File: src/rtl/ex_muldiv.sv
// ex_muldiv: EX-stage iterative multiply (shift-add) / divide (restoring) unit for LoongArch
// MUL.W, MULH.W[U], DIV.W[U], MOD.W[U]. Define MD_FAST_MUL_EN for single-cycle multiplies.
module ex_muldiv #(
  parameter int XLEN  = 32,
  parameter int CNT_W = 6
) (
  input  logic            cpu_clk,
  input  logic            cpu_rstn,
  input  logic            flush,
  input  logic            valid_in,
  input  logic [2:0]      md_op,
  input  logic [XLEN-1:0] src1,
  input  logic [XLEN-1:0] src2,
  input  logic [4:0]      wR_in,
  output logic            stall_req,
  output logic            busy,
  output logic            valid_out,
  output logic [XLEN-1:0] result,
  output logic [4:0]      wR_out
);

  typedef enum logic [1:0] {
    ST_IDLE = 2'd0,
    ST_CALC = 2'd1,
    ST_DONE = 2'd2
  } md_state_t;

  function automatic logic is_mul(input logic [2:0] op);
    return (op == 3'd1) || (op == 3'd2) || (op == 3'd3);
  endfunction

  function automatic logic is_signed(input logic [2:0] op);
    return (op == 3'd1) || (op == 3'd2) || (op == 3'd4) || (op == 3'd5);
  endfunction

  // acc holds the unsigned 64-bit product, or {remainder, quotient} for divides
  function automatic logic [31:0] md_final(input logic [2:0]  op,
                                           input logic [63:0] acc,
                                           input logic        pneg,
                                           input logic        sneg,
                                           input logic        div0);
    logic [63:0] prod;
    logic [31:0] res;
    prod = pneg ? (64'd0 - acc) : acc;
    case (op)
      3'd1:          res = prod[31:0];
      3'd2, 3'd3:    res = prod[63:32];
      3'd4, 3'd6: begin
        if (div0) res = 32'hFFFF_FFFF;
        else if (pneg) res = 32'd0 - acc[31:0];
        else res = acc[31:0];
      end
      3'd5, 3'd7:    res = sneg ? (32'd0 - acc[63:32]) : acc[63:32];
      default:       res = 32'd0;
    endcase
    return res;
  endfunction

  md_state_t          state_r, state_nxt_s;
  logic [CNT_W-1:0]   cnt_r;
  logic [2:0]         op_r;
  logic [63:0]        acc_r, acc_nxt_s;
  logic [63:0]        mcand_r, mcand_nxt_s;
  logic [31:0]        mplr_r, mplr_nxt_s;
  logic               pneg_r, sneg_r, div0_r;
  logic               busy_r, valid_r;
  logic [XLEN-1:0]    result_r;
  logic [4:0]         wr_r;

  logic               start_s, last_s;
  logic               s1neg_s, s2neg_s;
  logic [31:0]        abs1_s, abs2_s;
  logic [32:0]        shift_s;
  logic               ge_s;
  logic [31:0]        diff_s;

  assign start_s   = valid_in && (md_op != 3'd0) && (state_r == ST_IDLE) && !flush;
  assign last_s    = (cnt_r == CNT_W'(XLEN - 1));
  assign stall_req = !flush && (start_s || (state_r == ST_CALC));
  assign busy      = busy_r;
  assign valid_out = valid_r;
  assign result    = result_r;
  assign wR_out    = wr_r;

  assign s1neg_s = is_signed(md_op) && src1[31];
  assign s2neg_s = is_signed(md_op) && src2[31];
  assign abs1_s  = s1neg_s ? (32'd0 - src1) : src1;
  assign abs2_s  = s2neg_s ? (32'd0 - src2) : src2;

`ifdef MD_FAST_MUL_EN
  logic [63:0] fx1_s, fx2_s, fprod_s;
  logic [31:0] fast_res_s;

  // single-cycle multiply: low 64 bits of the sign/zero-extended 33x33 product
  always_comb begin
    fx1_s      = {{32{s1neg_s}}, src1};
    fx2_s      = {{32{s2neg_s}}, src2};
    fprod_s    = fx1_s * fx2_s;
    fast_res_s = (md_op == 3'd1) ? fprod_s[31:0] : fprod_s[63:32];
  end
`endif

  // one radix-2 step: shift-add for multiplies, restoring subtract for divides
  always_comb begin
    acc_nxt_s   = acc_r;
    mcand_nxt_s = mcand_r;
    mplr_nxt_s  = mplr_r;
    shift_s     = acc_r[63:31];
    ge_s        = (shift_s >= {1'b0, mcand_r[31:0]});
    diff_s      = shift_s[31:0] - mcand_r[31:0];
    if (is_mul(op_r)) begin
      if (mplr_r[0]) acc_nxt_s = acc_r + mcand_r;
      else acc_nxt_s = acc_r;
      mcand_nxt_s = {mcand_r[62:0], 1'b0};
      mplr_nxt_s  = {1'b0, mplr_r[31:1]};
    end else begin
      acc_nxt_s = {(ge_s ? diff_s : shift_s[31:0]), acc_r[30:0], ge_s};
    end
  end

  // next-state logic
  always_comb begin
    state_nxt_s = state_r;
    if (flush) begin
      state_nxt_s = ST_IDLE;
    end else begin
      case (state_r)
        ST_IDLE: begin
          if (start_s) begin
`ifdef MD_FAST_MUL_EN
            if (is_mul(md_op)) state_nxt_s = ST_DONE;
            else state_nxt_s = ST_CALC;
`else
            state_nxt_s = ST_CALC;
`endif
          end else begin
            state_nxt_s = ST_IDLE;
          end
        end
        ST_CALC: begin
          if (last_s) state_nxt_s = ST_DONE;
          else state_nxt_s = ST_CALC;
        end
        ST_DONE: state_nxt_s = ST_IDLE;
        default: state_nxt_s = ST_IDLE;
      endcase
    end
  end

  // state register with registered busy / result strobe
  always_ff @(posedge cpu_clk or negedge cpu_rstn) begin
    if (!cpu_rstn) begin
      state_r <= ST_IDLE;
      busy_r  <= 1'b0;
      valid_r <= 1'b0;
    end else begin
      state_r <= state_nxt_s;
      busy_r  <= (state_nxt_s != ST_IDLE);
      valid_r <= (state_nxt_s == ST_DONE);
    end
  end

  // operand capture, iteration and result latch
  always_ff @(posedge cpu_clk or negedge cpu_rstn) begin
    if (!cpu_rstn) begin
      cnt_r    <= {CNT_W{1'b0}};
      op_r     <= 3'd0;
      acc_r    <= 64'd0;
      mcand_r  <= 64'd0;
      mplr_r   <= 32'd0;
      pneg_r   <= 1'b0;
      sneg_r   <= 1'b0;
      div0_r   <= 1'b0;
      result_r <= {XLEN{1'b0}};
      wr_r     <= 5'd0;
    end else if (start_s) begin
      cnt_r   <= {CNT_W{1'b0}};
      op_r    <= md_op;
      wr_r    <= wR_in;
      pneg_r  <= s1neg_s ^ s2neg_s;
      sneg_r  <= s1neg_s;
      div0_r  <= (src2 == 32'd0);
      if (is_mul(md_op)) begin
        acc_r   <= 64'd0;
        mcand_r <= {32'd0, abs1_s};
        mplr_r  <= abs2_s;
      end else begin
        acc_r   <= {32'd0, abs1_s};
        mcand_r <= {32'd0, abs2_s};
        mplr_r  <= 32'd0;
      end
`ifdef MD_FAST_MUL_EN
      if (is_mul(md_op)) result_r <= fast_res_s;
      else result_r <= result_r;
`endif
    end else if (flush) begin
      cnt_r <= {CNT_W{1'b0}};
    end else if (state_r == ST_CALC) begin
      cnt_r   <= cnt_r + CNT_W'(1);
      acc_r   <= acc_nxt_s;
      mcand_r <= mcand_nxt_s;
      mplr_r  <= mplr_nxt_s;
      if (last_s) result_r <= md_final(op_r, acc_nxt_s, pneg_r, sneg_r, div0_r);
      else result_r <= result_r;
    end else begin
      cnt_r <= cnt_r;
    end
  end

endmodule

File: config.mk
export PLATFORM = sky130hd
export DESIGN_NAME = ex_muldiv
export DESIGN_NICKNAME = d
export VERILOG_FILES = /design/src/rtl/ex_muldiv.sv
export SDC_FILE = /design/constraint.sdc
export NUM_CORES = 1
export LEC_CHECK = 0
export ABC_AREA = 0
export BUFFER_PORTS_ARGS = -buffer_cell sky130_fd_sc_hd__clkbuf_2
export CAP_MARGIN = 30
export CORE_AREA = 2 2 189 209
export CTS_BUF_LIST = sky130_fd_sc_hd__clkbuf_16
export CTS_CLUSTER_DIAMETER = 150
export DETAILED_ROUTE_END_ITERATION = 10
export DIE_AREA = 0 0 191 211
export PLACE_DENSITY = 0.74
export SLEW_MARGIN = 0
export SYNTH_ARGS = -nofsm -noshare
export SYNTH_HDL_FRONTEND = slang
export SYNTH_SLANG_ARGS = --single-unit
export TNS_END_PERCENT = 50
File: constraint.sdc
create_clock -name cpu_clk -period 5.4 [get_ports cpu_clk]
set_input_delay 0.27 -clock cpu_clk [delete_from_list [all_inputs] [get_ports cpu_clk]]
set_output_delay 0.27 -clock cpu_clk [all_outputs]
set_load 0.05 [all_outputs]
# == Yosys cells after proc, flatten, opt, wreduce, memory -nomap -nowiden ==
# Index checks and enable logic that the tools add are counted.
# totals
reg_bits,213
out_inout_bits,40
elab_cells,99
inputBits,76
# op_classes
n_addsub,8
mux,31
reduce_logical,27
n_bitwise,3
order_cmp,1
eq_ne,16
# op_table
op,count
64-bit 2-to-1 mux,10
32-bit 2-to-1 mux,13
32-bit one-hot mux with 4 select lines,1
1-bit by 32-bit subtractor with 32-bit output (first input constant),4
64-bit adder,1
1-bit by 64-bit subtractor with 64-bit output (first input constant),1
33-bit by 32-bit greater-or-equal comparator with 1-bit output,1
32-bit zero test,1
32-bit subtractor,1
3-bit == test (second input constant),6
6-bit 2-to-1 mux,3
3-bit by 2-bit == test with 1-bit output (second input constant),4
1-bit logical OR,7
6-bit by 1-bit adder with 6-bit output (second input constant),1
3-bit by 1-bit == test with 1-bit output (second input constant),2
6-bit by 5-bit == test with 1-bit output (second input constant),1
1-bit logical AND,6
2-bit nonzero test,3
3-bit nonzero test,2
2-bit OR reduction,3
2-bit 2-to-1 mux,2
2-bit one-hot mux with 2 select lines,1
4-bit AND reduction,1
3-bit AND reduction,1
other kinds (9),10

# == Depth between registers and ports, before layout ==
# depth
depth_word,8
ltp_mapped,19
depth_no_buf,18

# == Worst setup path before layout ==
# OpenSTA, ideal clock, no wires.
# synth_path
path_type,register -> register
startpoint,register acc_r[55]
endpoint,"register result_r[31], in the netlist result[31]"
setup_slack_ns,0.797
period_less_slack_ns,4.603
n_path_buf,2
setup_time_ns,0.090
t_arrival_ns,4.513
path_stages_with_launch,17
required_ns,5.310
path_cell_list,dfrtp_1 > ha_1 > clkbuf_2 > nand3_1 > or3_1 > or2_4 > a311o_2 > nand3_4 > mux2_1 > a221o_1 > buf_2 > nor3b_4 > nand4_4 > or4_4 > nor3_2 > mux2_1 > o2111ai_1
# synth_via
elab_chain_len,6
word_cells_on_any_way,14
cone_classes,add/sub (5); order compare (1); mux (8)
# synth_lines
element,line,rtl
from (decl),62,"logic [63:0] acc_r, acc_nxt_s;"
from (signal assigned),188,"acc_r <= {32'd0, abs1_s};"
from (signal assigned),200,acc_r <= acc_nxt_s;
"64-bit adder, or another cell as far along",112,if (mplr_r[0]) acc_nxt_s = acc_r + mcand_r;
"64-bit 2-to-1 mux, or another cell as far along",112,
64-bit 2-to-1 mux (*),111,if (is_mul(op_r)) begin
"1-bit by 64-bit subtractor with 64-bit output, or another cell as far along",44,prod = pneg ? (64'd0 - acc) : acc;
"64-bit 2-to-1 mux, or another cell as far along",44,
32-bit one-hot mux with 4 select lines (*),45,case (op)
to (signal assigned),174,result_r <= {XLEN{1'b0}};
to (signal assigned),203,"if (last_s) result_r <= md_final(op_r, acc_nxt_s, pneg_r, sneg_r, div0_r);"
to (signal assigned),204,else result_r <= result_r;
to (decl),67,logic [XLEN-1:0] result_r;
# Mark *: on every way between the ends. The rest lies on a longest branch, timed or not.
# A chain may end at the register's enable or synchronous reset.

# == Worst setup path after layout ==
# layout_path
startpoint,register acc_r[0]
endpoint,"register result_r[31], in the netlist result[31]"
# layout_via
elab_chain_len,7
word_cells_on_any_way,11
cone_classes,add/sub (4); mux (7)
# layout_lines
element,line,rtl
64-bit adder,112,
64-bit 2-to-1 mux,112,
64-bit 2-to-1 mux (*),111,
1-bit by 32-bit subtractor with 32-bit output,50,else if (pneg) res = 32'd0 - acc[31:0];
32-bit 2-to-1 mux,50,
32-bit 2-to-1 mux,49,if (div0) res = 32'hFFFF_FFFF;
32-bit one-hot mux with 4 select lines (*),45,
# Marked as above.

==> impl_metrics.toml <==
[run_status]
status = "completed"

[timing]
slew_viol_final = 0
finalHoldViolations = 0
skew_ns = 0.0535
max_freq_mhz = 188
finalSetupViolCount = 0
worst_slew_pin_slew_ns = 1.02
timing.final.crit_share_pct = 98.3
fin_setup_tns_ns = 0
rsz0062_at_grt = "false"
max_slew_margin_pct = 32.1
final.min_clock_period_ns = 5.31

[place]
place.gp.congestion = 1.06
port_buffers = 115
hpwl_mm = 72.6

[synth]
netlist_area_mm2 = 0.0212
synthDominantCellAreaShare_pct = 25.2
ys.flop_type = "dfrtp_1"
ys_ff_latch = 213
synth_enable_flop_cells = 0
async_reset_ff_share_pct = 100
syn_nets = 2997
synth-seq-area-share_pct = 25.2
netlist_instances = 2819
ys_warn_count = 0
ys_types = 106
synth_area_per_cell_um2 = 7.51
synth_top_area_cell = "dfrtp_1"
synth_top_cells_by_area = "dfrtp_1 25%, a21oi_1 7.2%, nand2_1 7.0%"

[setup_path]
worst_path_max_delay_cell = "or4_4"
worstSetupPathType = "flip-flop to flip-flop"
worstPathArrival_ns = 5.82
crit_buf_inv = 0
crit_chain = "ha_1 -> fa_1 -> nand3_1 -> a21oi_1 -> o211ai_1 -> a31oi_1 -> o21ai_0 -> a31o_2 -> nand3_1 -> or2_2 -> nand3b_1 -> or4_4 -> nor3_2 -> mux2_1 -> o2111ai_1"
startpoint_type = "flip-flop"
path_delay_family = "simple AND/OR/NAND/NOR gates"
cp.depth = 15
cp-end-kind = "flip-flop"
crit_top_cell = "nand3_1"
r2r_cells = 15
crit_path_max_fanout = 7
crit_required_ns = 5.91
critPathMaxStageDelay_ns = 0.60

[grt]
grt_pass1_vias = 23200
grt_usage_pct = 46.2
overflow = 0
grt_max_degree = 101
grt_pass1_wl_mm = 141
antenna_found_initial = 1

[detailed_routing]
wl_per_cell_um = 27.3
wl_met3_mm = 10.8
num_vias = 24400
drt_wl_total_mm = 94.4
drt-met1-wl_mm = 33.9
drtPass1Iterations = 7
post_drt_via_cell_ratio = 7.06
drcViolationCount = 0
drt_iter0_drc = 2996
ant_nets = 0
top_layer_used = "met4"
dr_wl_met2_mm = 41.0

[power_and_ir_drop]
vdd_drop_max_uv = 403
power.density_mw_per_mm2 = 678
power.leakage_nw = 10.1
power_mw = 16.1

[clock_network]
cts_root_buf = "clkbuf_16"
tritoncts = "built"
clk_pin_slew_worst_paths_ns = 0.07
clk_path_buf_depth = 3
insertion_delay_ns = 0.62
post_cts_buffers = 0
htree_levels = 1
cts.sinks = 213
cts_made_buffers = 26

[cells_and_area]
seq_area_mm2 = 0.00533
antenna_cells = 0
multi_input_comb_area_mm2 = 0.0149
fillers = 3392
syn2layout_area_growth_pct = 12.3
drive_gt1_share_pct = 13.0
nets = 3114

[worst_hold_path]
holdPathStages = 2
hold_path_class = "input port to flip-flop"

[die]
die-area_mm2 = 0.0403
ios = 116
coreArea_mm2 = 0.0380
rows = 75
die_h_um = 211
die_w_um = 191
start_util_pct = 55.7

[run]
cap_violations = 0
==> synthesized netlist by cell type, drive strengths merged, types with 34 or more instances <==
cell type,n
o21a,42
clkbuf,143
nand3,47
ha,100
a21oi,305
o31ai,37
nand2,395
xnor2,112
dfrtp,213
mux2i,35
nand4,54
and3,37
xor2,69
o21ai,235
nor2,217
a21o,35
o221ai,34
nor3,77
buf,37
inv,77
a211oi,47
==> what timing repair did <==
| action | 4_1_cts | 5_1_grt |
|---|---|---|
| endpoints found under the setup margin | 0 | 13 |
| gates resized for setup | 0 | 9 |
| endpoints found under the hold margin | 106 | 0 |
| hold buffers | 10 | 0 |
==> final cells by class <==
| type | count | area share, % |
|---|---|---|
| Clock buffer | 26 | 2.74 |
| Clock inverter | 19 | 0.705 |
| Inverter | 78 | 1.23 |
| Multi-Input combinational cell | 2348 | 62.6 |
| Sequential cell | 213 | 22.4 |
| Tap cell | 500 | 2.63 |
| Timing Repair Buffer | 269 | 7.67 |
==> worst paths after layout <==
| path | from | to | slack, ns |
|---|---|---|---|
| worst max register to register | acc_r[0] | result[31] | 0.09 |
| worst min register to register | mplr_r[3] | mplr_r[3] | 0.48 |
| worst max-delay path | acc_r[0] | result[31] | 0.09 |
| min in group asynchronous | cpu_rstn | result[28] | 0.23 |
| worst min-delay path | flush | cnt_r[0] | 0.03 |
| max in group asynchronous | cpu_rstn | acc_r[51] | 3.53 |
==> power by group <==
| part | switching [mW] | internal (mW) | total [mW] |
|---|---|---|---|
| combinational | 7.62 | 4.01 | 11.6 |
| clock | 0.795 | 0.972 | 1.77 |
| sequential | 0.661 | 2.06 | 2.72 |
| total | 9.08 | 7.04 | 16.1 |
==> placed cells by master, fill, tap and decap left out, drive strengths merged, types with 37 or more instances in the layout <==
cell / n
a211oi: 47
o31ai: 37
a21oi: 305
xnor2: 112
clkbuf: 140
ha: 100
o21ai: 235
dfrtp: 213
nand2: 395
xor2: 69
nand3: 47
nor2: 217
nor3: 77
nand4: 54
inv: 78
o21a: 42
and3: 37
buf: 145
==> registers in the layout, summed over array words and instances, names as in the netlist <==
name	count
acc_r	64
mcand_r	64
mplr_r	32
result	32
cnt_r	6
wR_out	5
op_r	3
state_r	2
busy	1
div0_r	1
pneg_r	1
sneg_r	1
valid_out	1
==> routing by layer <==
metal / global-route usage, % / up-vias
met5: 0 / -
met4: 35.0 / 0
met3: 12.1 / 455
met2: 71.1 / 1747
met1: 55.3 / 11500
li1: - / 10700
==> through the flow <==
step | std cells | setup slack, ns | hold slack [ns] | area (um2) | util (%)
floorplan | 2819 | 0.797 | -0.0256 | 21200 | -
global placement | 3396 | 0.0708 | 0.354 | 22800 | 60.0
detailed placement | 3398 | 0.0567 | 0.365 | 22800 | 60.1
CTS | 3453 | 0.000392 | 0.0245 | 23800 | 62.5
global route | 3453 | 0.00880 | 0.0616 | 23800 | 62.6
finish | 3453 | 0.0916 | 0.0283 | 23800 | 62.6
==> logic make-up (layout without fill, tap and decap cells) <==
kind of cell | after synthesis | count (layout) | share of synthesized area [%]
DFF | 213 | 213 | 25.2
adders and majority gates | 102 | 102 | 6.10
and+or+nand+nor | 995 | 995 | 22.4
xor gates and xnor gates | 181 | 181 | 7.48
muxes | 43 | 43 | 2.08
buffers and inverters | 258 | 392 | 4.80
AOI/OAI and AO/OA | 1027 | 1027 | 32.0
No activity file was read; power rests on OpenSTA's default activity.
